===== src/rtl/chk_watchdog.sv =====
// Cycle watchdog: counts while enabled, saturates and fires at MAX_CYCLES-1.
module chk_watchdog #(
    parameter int unsigned MAX_CYCLES = 300000
) (
    input  logic clk,
    input  logic rst_n,
    input  logic i_clr,
    input  logic i_en,
    output logic o_fire_c
);

    localparam int unsigned CNT_W = $clog2(MAX_CYCLES + 1);
    localparam logic [CNT_W-1:0] LAST = CNT_W'(MAX_CYCLES - 1);

    logic [CNT_W-1:0] r_cnt;

    // Holding at LAST keeps the fire level up if the owner survives one firing.
    always_ff @(posedge clk or negedge rst_n) begin
        if (!rst_n) begin
            r_cnt <= '0;
        end else if (i_clr) begin
            r_cnt <= '0;
        end else if (i_en && (r_cnt != LAST)) begin
            r_cnt <= r_cnt + CNT_W'(1);
        end
    end

    assign o_fire_c = i_en && (r_cnt == LAST);

endmodule


===== config.mk =====
export PLATFORM = sky130hd
export DESIGN_NAME = chk_watchdog
export DESIGN_NICKNAME = d
export VERILOG_FILES = /design/src/rtl/chk_watchdog.sv
export SDC_FILE = /design/constraint.sdc
export NUM_CORES = 1
export LEC_CHECK = 0
export CAP_MARGIN = 20
export CORE_MARGIN = 2
export CORE_UTILIZATION = 25
export CTS_BUF_LIST = sky130_fd_sc_hd__clkbuf_2
export DETAILED_ROUTE_END_ITERATION = 6
export PLACE_DENSITY = 0.53
export SETUP_SLACK_MARGIN = 0.02
export SLEW_MARGIN = 25
export SYNTH_ARGS = -nofsm -noshare
export SYNTH_HDL_FRONTEND = slang
export SYNTH_SLANG_ARGS = --single-unit

===== constraint.sdc =====
create_clock -name clk -period 1.96 [get_ports clk]
set_input_delay 0.588 -clock clk [delete_from_list [all_inputs] [get_ports clk]]
set_output_delay 0.588 -clock clk [all_outputs]
set_load 0.01 [all_outputs]

# == After elaboration in Yosys (flattened, before gate mapping) ==
# Index checks and enable logic that the tools add are counted.
# totals
mem_count,0
latchBits,0
reg_bits,19
out_inout_bits,1
mem_bits_ro,0
elab_cells,9
ram_bits,0
in_bits,4
# op_classes
n_addsub,1
mux,2
reduce_logical,3
n_div,0
n_lt_le_gt_ge,0
shifts,0
n_mul,0
eq_ne,2
n_bitwise,0
# op_table
op,n
2-to-1 mux 19 bit,2
"adder 19 x 1 -> 19 bit, second input constant",1
"== test 19 bit, second input constant",1
"!= test 19 bit, second input constant",1
logical AND 1 bit,2
nonzero test 2 bit,1

# == Longest topological paths before layout ==
# Gate-level depths: netlist (run 1).
# depth
ltp_word,4
depth_mapped,6
ltp_nobuf,5

# == Worst setup path after synthesis (run 1) ==
# Ideal clock, no wire load.
# synth_path
kind,reg-to-output
startpoint,reg r_cnt[11]
endpoint,out o_fire_c
n_path_buf,0
arrival_time_ns,1.580
stages_incl_launch_ff,4
t_required_ns,1.372
path_slack_ns,-0.208
path_cell_list,dfrtp_1 > or4b_4 > nor4_4 > and3_2
# synth_between
elab_chain_len,2
# synth_rtl
item,line_no,source
start: declaration,15,logic [CNT_W-1:0] r_cnt;
start signal: assignment,24,r_cnt <= r_cnt + CNT_W'(1);
== test 19 bit,28,assign o_fire_c = i_en && (r_cnt == LAST);
logical AND 1 bit,28,
end: declaration,9,output logic o_fire_c
# No other way between the ends.

# == Worst setup path in the final report (run 1) ==
# layout_path
startpoint,reg r_cnt[5]
endpoint,out o_fire_c
# Same word-level chain as after synthesis.

==> impl_metrics.yaml, run 1 <==
floorplan:
  core_area_sq_mm: 0.004294
  start_util: 0.2550
  pin_count: 5
  die-area_sq_mm: 0.004925
  std_cell_rows: 24
  die_w_um: 70.18
  chipHeight_um: 70.18
finish:
  finalInstanceArea_sq_mm: 0.001549
  reg_top3: "r_cnt (19)"
  antenna_cells: 0
  syn_to_final_growth_pct: 41.49
  regMostFlops: "r_cnt"
  layout_common_cells: "buf_4, dfrtp_1, nor2_1"
  stdcell_count: 201
  fin_nets: 155
  drive_above_1_share: 0.3893
  largest_reg_flops: 19
  layout_commonest_cell: "buf_4"
logic_synthesis:
  syn_nets: 114
  synthFlopType: "dfrtp_1"
  async_flop_share: 1.000
  synthCells: 109
  netlist_area_sq_mm: 0.001095
  ys_ff_latch: 19
  yosys_warnings: 0
  syn_area_per_cell_sq_um: 10.04
  synth_edf_count: 0
  synth_seq_area_share: 0.4343
  synth_cell_types: 35
power:
  p_per_area_mw_per_mm2: 414.7
  power_frac_seq: 0.621
  max-vdd-ir-drop_uv: 190.8
  p_leak_nw: 0.6876
  combinationalPowerShare: 0.097
  total_power_w: 0.0006423
  switchingPower_w: 0.0001602
  share_clk_of_total_power: 0.282
  p_sw_frac: 0.2494
  power.internal_w: 0.0004821
drt:
  drt_pass1_iterations: 4
  vias: 976
  vias_per_cell: 4.856
  drcViolationCount: 0
  detail-route-antenna-nets: 0
  wire_per_inst_um: 12.31
  routed_wl_mm: 2.474
  drt_first_iter_violations: 54
cts:
  clk_pin_slew_ns: 0.20
  numCtsBuffers: 3
  cts_root_buf: "clkbuf_2"
  clockBufferDepth: 2
  clock_sinks: 19
  clk_latency_ns: 0.31
  cts_hold_buf: 0
  cts_tree: "built"
  htreeDepth: 1
critical_path:
  crit_required_ns: 1.37
  startpoint: "r_cnt[5]$_DFFE_PN0P_"
  crit_path_end_kind: "primary output"
  timing.rr.start: "r_cnt[5]$_DFFE_PN0P_"
  setup.worst_path.class: "reg -> out"
  worst_ep_arrival_time_ns: 1.93
  critPathLaunchType: "flip-flop"
  crit_path_max_fanout: 2
placement:
  placedInstanceArea_sq_mm: 0.001434
  io_buffers: 4
  place_inst: 193
  hpwlAfterDp_mm: 1.772
  dp_slack_ns: -0.5786
  place.gp.congestion: 0.7866
sta:
  setup_viol: 5
  finalCritPeriodShare: 1.284
  clock.fmax_mhz: 397.3
  period_minus_slack_ns: 2.517
  max_slew_margin: 0.7727
  hold_slack_ns: 0.5718
  drv_slew: 0
  grt_setup_unrepaired: "yes"
  report.final.hold_viol_count: 0
  worst_slew_pin_slew_ns: 0.3378
  clock_skew_ns: 0.009927
  setup_ws_ns: -0.5567
global_route:
  overflow: 0
  antenna_found_initial: 0
  grt_pass1_wl_mm: 4.291
  grt_max_degree: 27
  grt.total_usage: 0.1085
  grt_pass1_vias: 920
run_status:
  status: "finished, violations left"
  violations: "setup timing"
flow_run:
  max-cap-violations: 0
worst_hold_path:
  hp-class: "in -> async"
## power by group through the flow
stage | clock network, W | logic, W | registers [W]
global placement | 0 | 0.0000559 | 0.000405
CTS | 0.000194 | 0.0000595 | 0.000399
finish | 0.000181 | 0.0000623 | 0.000399
global route | 0.000210 | 0.0000703 | 0.000399
detailed placement | 0 | 0.0000573 | 0.000406
floorplan | 0 | 0.0000201 | 0.000407
## metal layers
layer	global-route usage	vias to the layer above	wire length, um
li1	-	491	-
met1	0.1500	473	1234
met2	0.1704	12	1182
met3	0.02742	0	57
met4	0.02564	0	0
met5	0	-	0
## per-stage QoR
| step | setup TNS [ns] | utilization |
|---|---|---|
| after CTS | -0.5990 | 0.3491 |
| after detailed placement | -4.962 | 0.3339 |
| after global routing | -1.058 | 0.3607 |
| final | -0.7631 | 0.3607 |
| after floorplan | -0.2078 | - |
| after global placement | -4.897 | 0.3339 |
## final cells by class
class / count / area, sq um
well taps: 52 / 65.06
flip-flops and latches: 19 / 475.5
repair buffers: 39 / 326.6
inverters: 1 / 3.754
clock buffers: 4 / 20.02
multi-input cells: 86 / 658.1
fillers: 443 / 2745
## synth_stat cells, drive strengths merged, types with 2 or more instances
| cell type | n | area share |
|---|---|---|
| nand2 | 4 | 0.014 |
| nor4 | 3 | 0.031 |
| nand4 | 3 | 0.031 |
| nor2 | 11 | 0.038 |
| nand3 | 8 | 0.041 |
| a211oi | 3 | 0.021 |
| clkbuf | 3 | 0.010 |
| a21oi | 8 | 0.037 |
| or3 | 2 | 0.011 |
| mux2 | 5 | 0.055 |
| dfrtp | 19 | 0.43 |
| xor2 | 2 | 0.016 |
| or4 | 4 | 0.027 |
| nor3 | 4 | 0.018 |
| and3 | 4 | 0.024 |
| nand2b | 3 | 0.017 |
| nor2b | 5 | 0.029 |
| or4b | 2 | 0.025 |
| o31ai | 4 | 0.027 |
| xnor2 | 3 | 0.024 |
## critical path: stages, from the launching register on
cell	delay, ns
dfrtp_1	0.43
or4b_4	0.55
nor4_4	0.31
and3_4	0.23
buf_6	0.09
## repair_timing
| action | CTS | global route |
|---|---|---|
| gates resized for setup | 12 | 7 |
| buffers inserted | 2 | 2 |
| hold endpoints to repair | 0 | 0 |
| setup endpoints to repair | 7 | 5 |
| pin swaps | 5 | 2 |
## path summary, 6_finish.rpt
check | end | slack [ns] | cells past startpoint
setup / recovery | o_fire_c | -0.56 | 4
hold / removal | r_cnt[4]$_DFFE_PN0P_ | 0.57 | 2
setup reg to reg | r_cnt[0]$_DFFE_PN0P_ | -0.08 | 6
hold reg to reg | r_cnt[18]$_DFFE_PN0P_ | 0.65 | 3
max in group asynchronous | r_cnt[11]$_DFFE_PN0P_ | 1.18 | 2
min in group clk | r_cnt[18]$_DFFE_PN0P_ | 0.65 | 3
## cells by family (layout without fill, tap and decap cells)
family,count (synthesis),in the layout,synth area share
compound gates,18,18,0.1086
xor+xnor,5,5,0.04001
fa+ha+maj,1,1,0.01143
flops,19,19,0.4343
mux,6,6,0.06399
buf+inv,4,44,0.01371
simple gates,56,56,0.3280
Note: power is estimated with default switching activity, not from simulation.
==> run 2: changes to the inputs <==
--- a/config.mk
+++ b/config.mk
@@ -5,10 +5,12 @@
 export SDC_FILE = /design/constraint.sdc
 export NUM_CORES = 1
 export LEC_CHECK = 0
+export ABC_AREA = 1
 export CAP_MARGIN = 20
 export CORE_MARGIN = 2
 export CORE_UTILIZATION = 25
 export CTS_BUF_LIST = sky130_fd_sc_hd__clkbuf_2
+export CTS_CLUSTER_DIAMETER = 60
 export DETAILED_ROUTE_END_ITERATION = 6
 export PLACE_DENSITY = 0.53
 export SETUP_SLACK_MARGIN = 0.02
@@ -16,3 +18,4 @@
 export SYNTH_ARGS = -nofsm -noshare
 export SYNTH_HDL_FRONTEND = slang
 export SYNTH_SLANG_ARGS = --single-unit
+export TNS_END_PERCENT = 1
==> run 2 against run 1 <==
  * The flow still finishes with violations (setup timing)
  * Clock-buffer cell count decreased by 1
  * Register-to-register slack improved by 0.40 ns
  * Via count is 36% higher
  * Clock skew fell by 0.0053 ns
==> impl_metrics.yaml, run 2 <==
logic_synthesis:
  synth_common_cells: "nand2_1, nor2_1, dfrtp_1, inv_1, nand3_1"
  synth_area_leaders: "dfrtp_1, nand2_1, nor2_1"
  synth_cell_types: 23
  synthCells: 199
  netlist_area_sq_mm: 0.001325
  synth_edf_count: 0
  synthFlopType: "dfrtp_1"
  ys_ff_latch: 19
  synth_seq_area_share: 0.3588
  yosysTopAreaCellShare: 0.3588
  synth_most_common_cell: "nand2_1"
  syn_nets: 204
  yosys.area.top_type: "dfrtp_1"
  async_flop_share: 1.000
  syn_area_per_cell_sq_um: 6.658
  yosys_warnings: 0
sta:
  drv_slew: 0
  finalCritPeriodShare: 1.022
  report.final.hold_viol_count: 0
  hold_slack_ns: 0.5469
  clock_skew_ns: 0.004665
  period_minus_slack_ns: 2.002
  setup_ws_ns: -0.04219
  setup_tns_ns: -0.04219
  worst_slew_pin_slew_ns: 0.2709
  clock.fmax_mhz: 499.5
  max_slew_margin: 0.8194
  grt_setup_unrepaired: "yes"
  setup_viol: 1
finish:
  drive_above_1_share: 0.2716
  largest_reg_flops: 19
  fin_nets: 249
  final-seq-area_sq_um: 475.5
  layout_commonest_cell: "nand2_1"
  final_util: 0.3439
  regMostFlops: "r_cnt"
  reg_top3: "r_cnt (19)"
  antenna_cells: 0
  layout_common_cells: "nand2_1, buf_4, nor2_1"
  syn_to_final_growth_pct: 32.58
  n_fill_cell: 577
  multi_input_area_sq_um: 769.5
flow_run:
  max-cap-violations: 0
cts:
  htreeDepth: 1
  clk_latency_ns: 0.34
  cts_root_buf: "clkbuf_2"
  clk_pin_slew_ns: 0.22
  numCtsBuffers: 3
  cts_tree: "built"
  cts_hold_buf: 0
  clockBufferDepth: 2
  clock_sinks: 19
global_route:
  grt_pass1_vias: 1287
  antenna_found_initial: 0
  grt.total_usage: 0.1231
  grt_max_degree: 20
  overflow: 0
  grt_pass1_wl_mm: 5.975
drt:
  wl_met1_mm: 1.684
  met2WireLength_mm: 1.508
  vias_per_cell: 4.252
  wl_met3_um: 93
  routed_wl_mm: 3.325
  vias: 1331
  drcViolationCount: 0
  drt_first_iter_violations: 137
  drt_pass1_iterations: 4
  detail-route-antenna-nets: 0
  wire_per_inst_um: 10.62
  top_layer: "met4"
critical_path:
  path_buf_inv: 1
  crit_path_end_kind: "primary output"
  slowest_delay_ns: 0.40
  cp_cell_sequence: "ha_2 > nand2_2 > nor2_4 > nand3_2 > nor2_2 > buf_2"
  slowest_stage: "dfrtp_1"
  crit_required_ns: 1.37
  crit_path_max_fanout: 2
  critPathLaunchType: "flip-flop"
  critPathTopFamily: "flip-flops"
  worst_ep_arrival_time_ns: 1.41
  setup.worst_path.class: "reg -> out"
floorplan:
  pin_count: 5
  die-area_sq_mm: 0.005898
  chipHeight_um: 76.80
  start_util: 0.2594
  core_area_sq_mm: 0.005107
  std_cell_rows: 26
  die_w_um: 76.80
run_status:
  violations: "setup timing"
  status: "finished, violations left"
placement:
  dp_slack_ns: -0.4080
  place.gp.congestion: 0.8350
  hpwlAfterDp_mm: 2.461
  io_buffers: 4
worst_hold_path:
  hp-class: "in -> async"
power:
  total_power_w: 0.0006639
  max-vdd-ir-drop_uv: 131.0
  p_per_area_mw_per_mm2: 377.9
  p_leak_nw: 0.8543
-- run 2: where the power goes --
part,switching (W),internal (W),total [W],leakage [nW]
combinational,0.0000409,0.0000299,0.0000707,0.574
sequential,0.00000207,0.000396,0.000398,0.264
clock,0.000149,0.0000463,0.000195,0.0164
-- run 2: metal layers --
layer	global-route usage	up-vias
met5	0	-
met4	0.03273	0
met3	0.01882	5
met2	0.1912	14
met1	0.1771	601
li1	-	711
-- run 2: cell families (layout without fill, tap and decap cells) --
logic type / count (synthesis) / in the layout / share of synthesized area
and+or+nand+nor: 146 / 146 / 0.4797
buffers and inverters: 21 / 65 / 0.07743
DFF: 19 / 19 / 0.3588
xor gates and xnor gates: 9 / 9 / 0.05949
AOI/OAI and AO/OA: 2 / 2 / 0.007555
adders and majority gates: 1 / 1 / 0.009441
muxes: 1 / 1 / 0.007555
-- run 2: repair_timing --
| action | in CTS | in global routing |
|---|---|---|
| setup buffers | 3 | 2 |
| hold endpoints to repair | 0 | 0 |
| pin swaps | 5 | 2 |
| gates resized for setup | 7 | 5 |
| setup endpoints to repair | 1 | 1 |
-- run 2: final timing paths --
path | from | endpoint | slack (ns) | depth (start not counted)
hold / removal | rst_n | r_cnt[16]$_DFFE_PN0P_ | 0.55 | 2
setup / recovery | r_cnt[1]$_DFFE_PN0P_ | o_fire_c | -0.04 | 6
hold reg to reg | r_cnt[1]$_DFFE_PN0P_ | r_cnt[1]$_DFFE_PN0P_ | 0.61 | 3
min in group clk | r_cnt[1]$_DFFE_PN0P_ | r_cnt[1]$_DFFE_PN0P_ | 0.61 | 3
setup reg to reg | r_cnt[0]$_DFFE_PN0P_ | r_cnt[17]$_DFFE_PN0P_ | 0.32 | 11
max in group asynchronous | rst_n | r_cnt[4]$_DFFE_PN0P_ | 1.20 | 2
-- run 2: through the flow --
step / area [sq um] / instances
global placement: 1682 / 304
CTS: 1727 / 311
detailed placement: 1682 / 304
finish: 1757 / 313
global route: 1757 / 313
floorplan: 1325 / 199
-- run 2: cell type report --
cell class / count / area share
clock buffer: 3 / 0.008547
clock inverter: 1 / 0.002849
inverter: 17 / 0.03917
multi-input combinational: 159 / 0.4380
sequential: 19 / 0.2707
tap: 70 / 0.04986
timing repair buffer: 44 / 0.1909
-- run 2: worst reg2reg max path: stages (launching register included) --
cell      delay, ns
dfrtp_1        0.40
buf_4          0.11
buf_4          0.09
buf_4          0.10
nand2_1        0.06
nor2_2         0.22
nand3b_1       0.15
nor2_1         0.19
nand3_1        0.10
nand2_1        0.06
inv_1          0.03
nor2_1         0.10
==> run 3: changes to the inputs <==
--- a/config.mk
+++ b/config.mk
@@ -6,13 +6,13 @@
 export NUM_CORES = 1
 export LEC_CHECK = 0
 export ABC_AREA = 1
-export CAP_MARGIN = 20
+export CAP_MARGIN = 15
 export CORE_MARGIN = 2
-export CORE_UTILIZATION = 25
+export CORE_UTILIZATION = 56
 export CTS_BUF_LIST = sky130_fd_sc_hd__clkbuf_2
 export CTS_CLUSTER_DIAMETER = 60
 export DETAILED_ROUTE_END_ITERATION = 6
-export PLACE_DENSITY = 0.53
+export PLACE_DENSITY = 0.74
 export SETUP_SLACK_MARGIN = 0.02
 export SLEW_MARGIN = 25
 export SYNTH_ARGS = -nofsm -noshare
==> run 3 against run 2 <==
  * The flow still finishes with violations (setup timing)
  * Cell count shrank 14%
  * Sequential share of layout area increased by 1.3 points
  * Wire length rose by 0.66%
  * Power shrank 2.9%
  * Critical path type unchanged
  * Final area down 4.6%
  * Critical path depth is the same
  * Sequential power barely moved
  * Via count rose by 5.7%
  * Register-to-register slack hardly changed
==> impl_metrics.yaml, run 3 (synthesis results as in run 2) <==
run_status:
  status: "finished, violations left"
  violations: "setup timing"
finish:
  n_fill_cell: 184
  layout_common_cells: "nand2_1, buf_4, nor2_1"
  fin_nets: 246
  drive_above_1_share: 0.2542
  final-seq-area_sq_um: 475.5
  layout_commonest_cell: "nand2_1"
  regMostFlops: "r_cnt"
  syn_to_final_growth_pct: 26.53
  antenna_cells: 0
  largest_reg_flops: 19
  multi_input_area_sq_um: 764.5
  reg_top3: "r_cnt (19)"
  stdcell_count: 268
sta:
  setup_ws_ns: -0.04335
  report.final.hold_viol_count: 0
  drv_slew: 0
  grt_setup_unrepaired: "yes"
  clock.fmax_mhz: 499.2
  setup_viol: 1
  finalCritPeriodShare: 1.022
  worst_slew_pin_slew_ns: 0.4210
  clock_skew_ns: 0.003270
  period_minus_slack_ns: 2.003
  max_slew_margin: 0.7183
placement:
  hpwlAfterDp_mm: 2.471
  place.gp.congestion: 0.9268
  dp_slack_ns: -0.3915
  io_buffers: 4
  place_inst: 259
floorplan:
  die-area_sq_mm: 0.002771
  die_w_um: 52.64
  std_cell_rows: 17
  core_area_sq_mm: 0.002233
  pin_count: 5
  chipHeight_um: 52.64
  start_util: 0.5933
critical_path:
  startpoint: "r_cnt[1]$_DFFE_PN0P_"
  setup.worst_path.class: "reg -> out"
  regToRegSetupSlack_ns: 0.32
  worst_ep_arrival_time_ns: 1.42
  slowest_delay_ns: 0.39
  crit_path_end_kind: "primary output"
  slowest_stage: "dfrtp_1"
  crit_path_max_fanout: 2
  critPathLaunchType: "flip-flop"
  cp_cell_sequence: "ha_2 > nand2_2 > nor2_4 > nand3_2 > nor2_1 > buf_2"
  crit_required_ns: 1.37
  timing.rr.start: "r_cnt[2]$_DFFE_PN0P_"
cts:
  clk_pin_slew_ns: 0.19
  clockBufferDepth: 2
  numCtsBuffers: 3
  cts_hold_buf: 0
  htreeDepth: 1
  clk_latency_ns: 0.33
  cts_tree: "built"
  clock_sinks: 19
  cts_root_buf: "clkbuf_2"
global_route:
  antenna_found_initial: 0
  grt_pass1_vias: 1374
  grt_max_degree: 20
  grt_pass1_wl_mm: 5.720
  overflow: 0
  grt.total_usage: 0.2809
flow_run:
  max-cap-violations: 0
drt:
  detail-route-antenna-nets: 0
  vias: 1407
  vias_per_cell: 5.250
  wire_per_inst_um: 12.49
  drt_pass1_iterations: 4
  routed_wl_mm: 3.347
  drcViolationCount: 0
  drt_first_iter_violations: 52
power:
  total_power_w: 0.0006448
  p_leak_nw: 0.8415
  max-vdd-ir-drop_uv: 375.4
  p_per_area_mw_per_mm2: 384.6
worst_hold_path:
  hp-class: "in -> async"
[run 3: worst max-delay path: cells and delay by family (launching register included)]
family	cells	cell delay, ns
simple gates	4	0.34
buf+inv	1	0.14
fa+ha+maj	1	0.20
flops	1	0.39
[run 3: stage by stage]
step	instance area [sq um]	hold slack, ns	setup TNS [ns]	util
global placement	1607	0.5484	-0.3682	0.7193
floorplan	1325	0.2924	0	-
detailed placement	1607	0.5684	-0.3915	0.7193
CTS	1644	0.5503	-0.03734	0.7361
finish	1677	0.5519	-0.04335	0.7507
global route	1677	0.5717	-0.1680	0.7507
[run 3: final timing paths]
kind	to	cells after the start
setup / recovery	o_fire_c	6
hold / removal	r_cnt[16]$_DFFE_PN0P_	2
setup reg to reg	r_cnt[13]$_DFFE_PN0P_	8
hold reg to reg	r_cnt[0]$_DFFE_PN0P_	2
max in group asynchronous	r_cnt[13]$_DFFE_PN0P_	2
min in group clk	r_cnt[0]$_DFFE_PN0P_	2
[run 3: what timing repair did]
item                                    in CTS  in global routing
pin swaps                                    3                  1
cloned                                       0                  0
gates resized for setup                      7                  3
endpoints found under the setup margin       1                  1
setup buffers                                2                  3
[run 3: final cells by class]
type / count / share of cell area
Inverter: 17 / 0.04104
Multi-Input combinational cell: 159 / 0.4560
Timing Repair Buffer: 41 / 0.1866
Tap cell: 28 / 0.02090
Clock inverter: 1 / 0.002985
Clock buffer: 3 / 0.008955
Sequential cell: 19 / 0.2836
[run 3: routing by layer]
metal	routed length (um)	vias to the layer above	part of all wire	global-route usage
met5	0	-	0	0
met4	83	0	0.025	0.1325
met3	148	9	0.044	0.04286
met2	1679	41	0.50	0.4875
met1	1435	655	0.43	0.3357
li1	-	702	-	-
[run 3: where the power goes]
part,internal (W),total [W],switching (W)
Combinational,0.0000265,0.0000667,0.0000403
Sequential,0.000396,0.000398,0.00000199
Clock,0.0000462,0.000180,0.000134
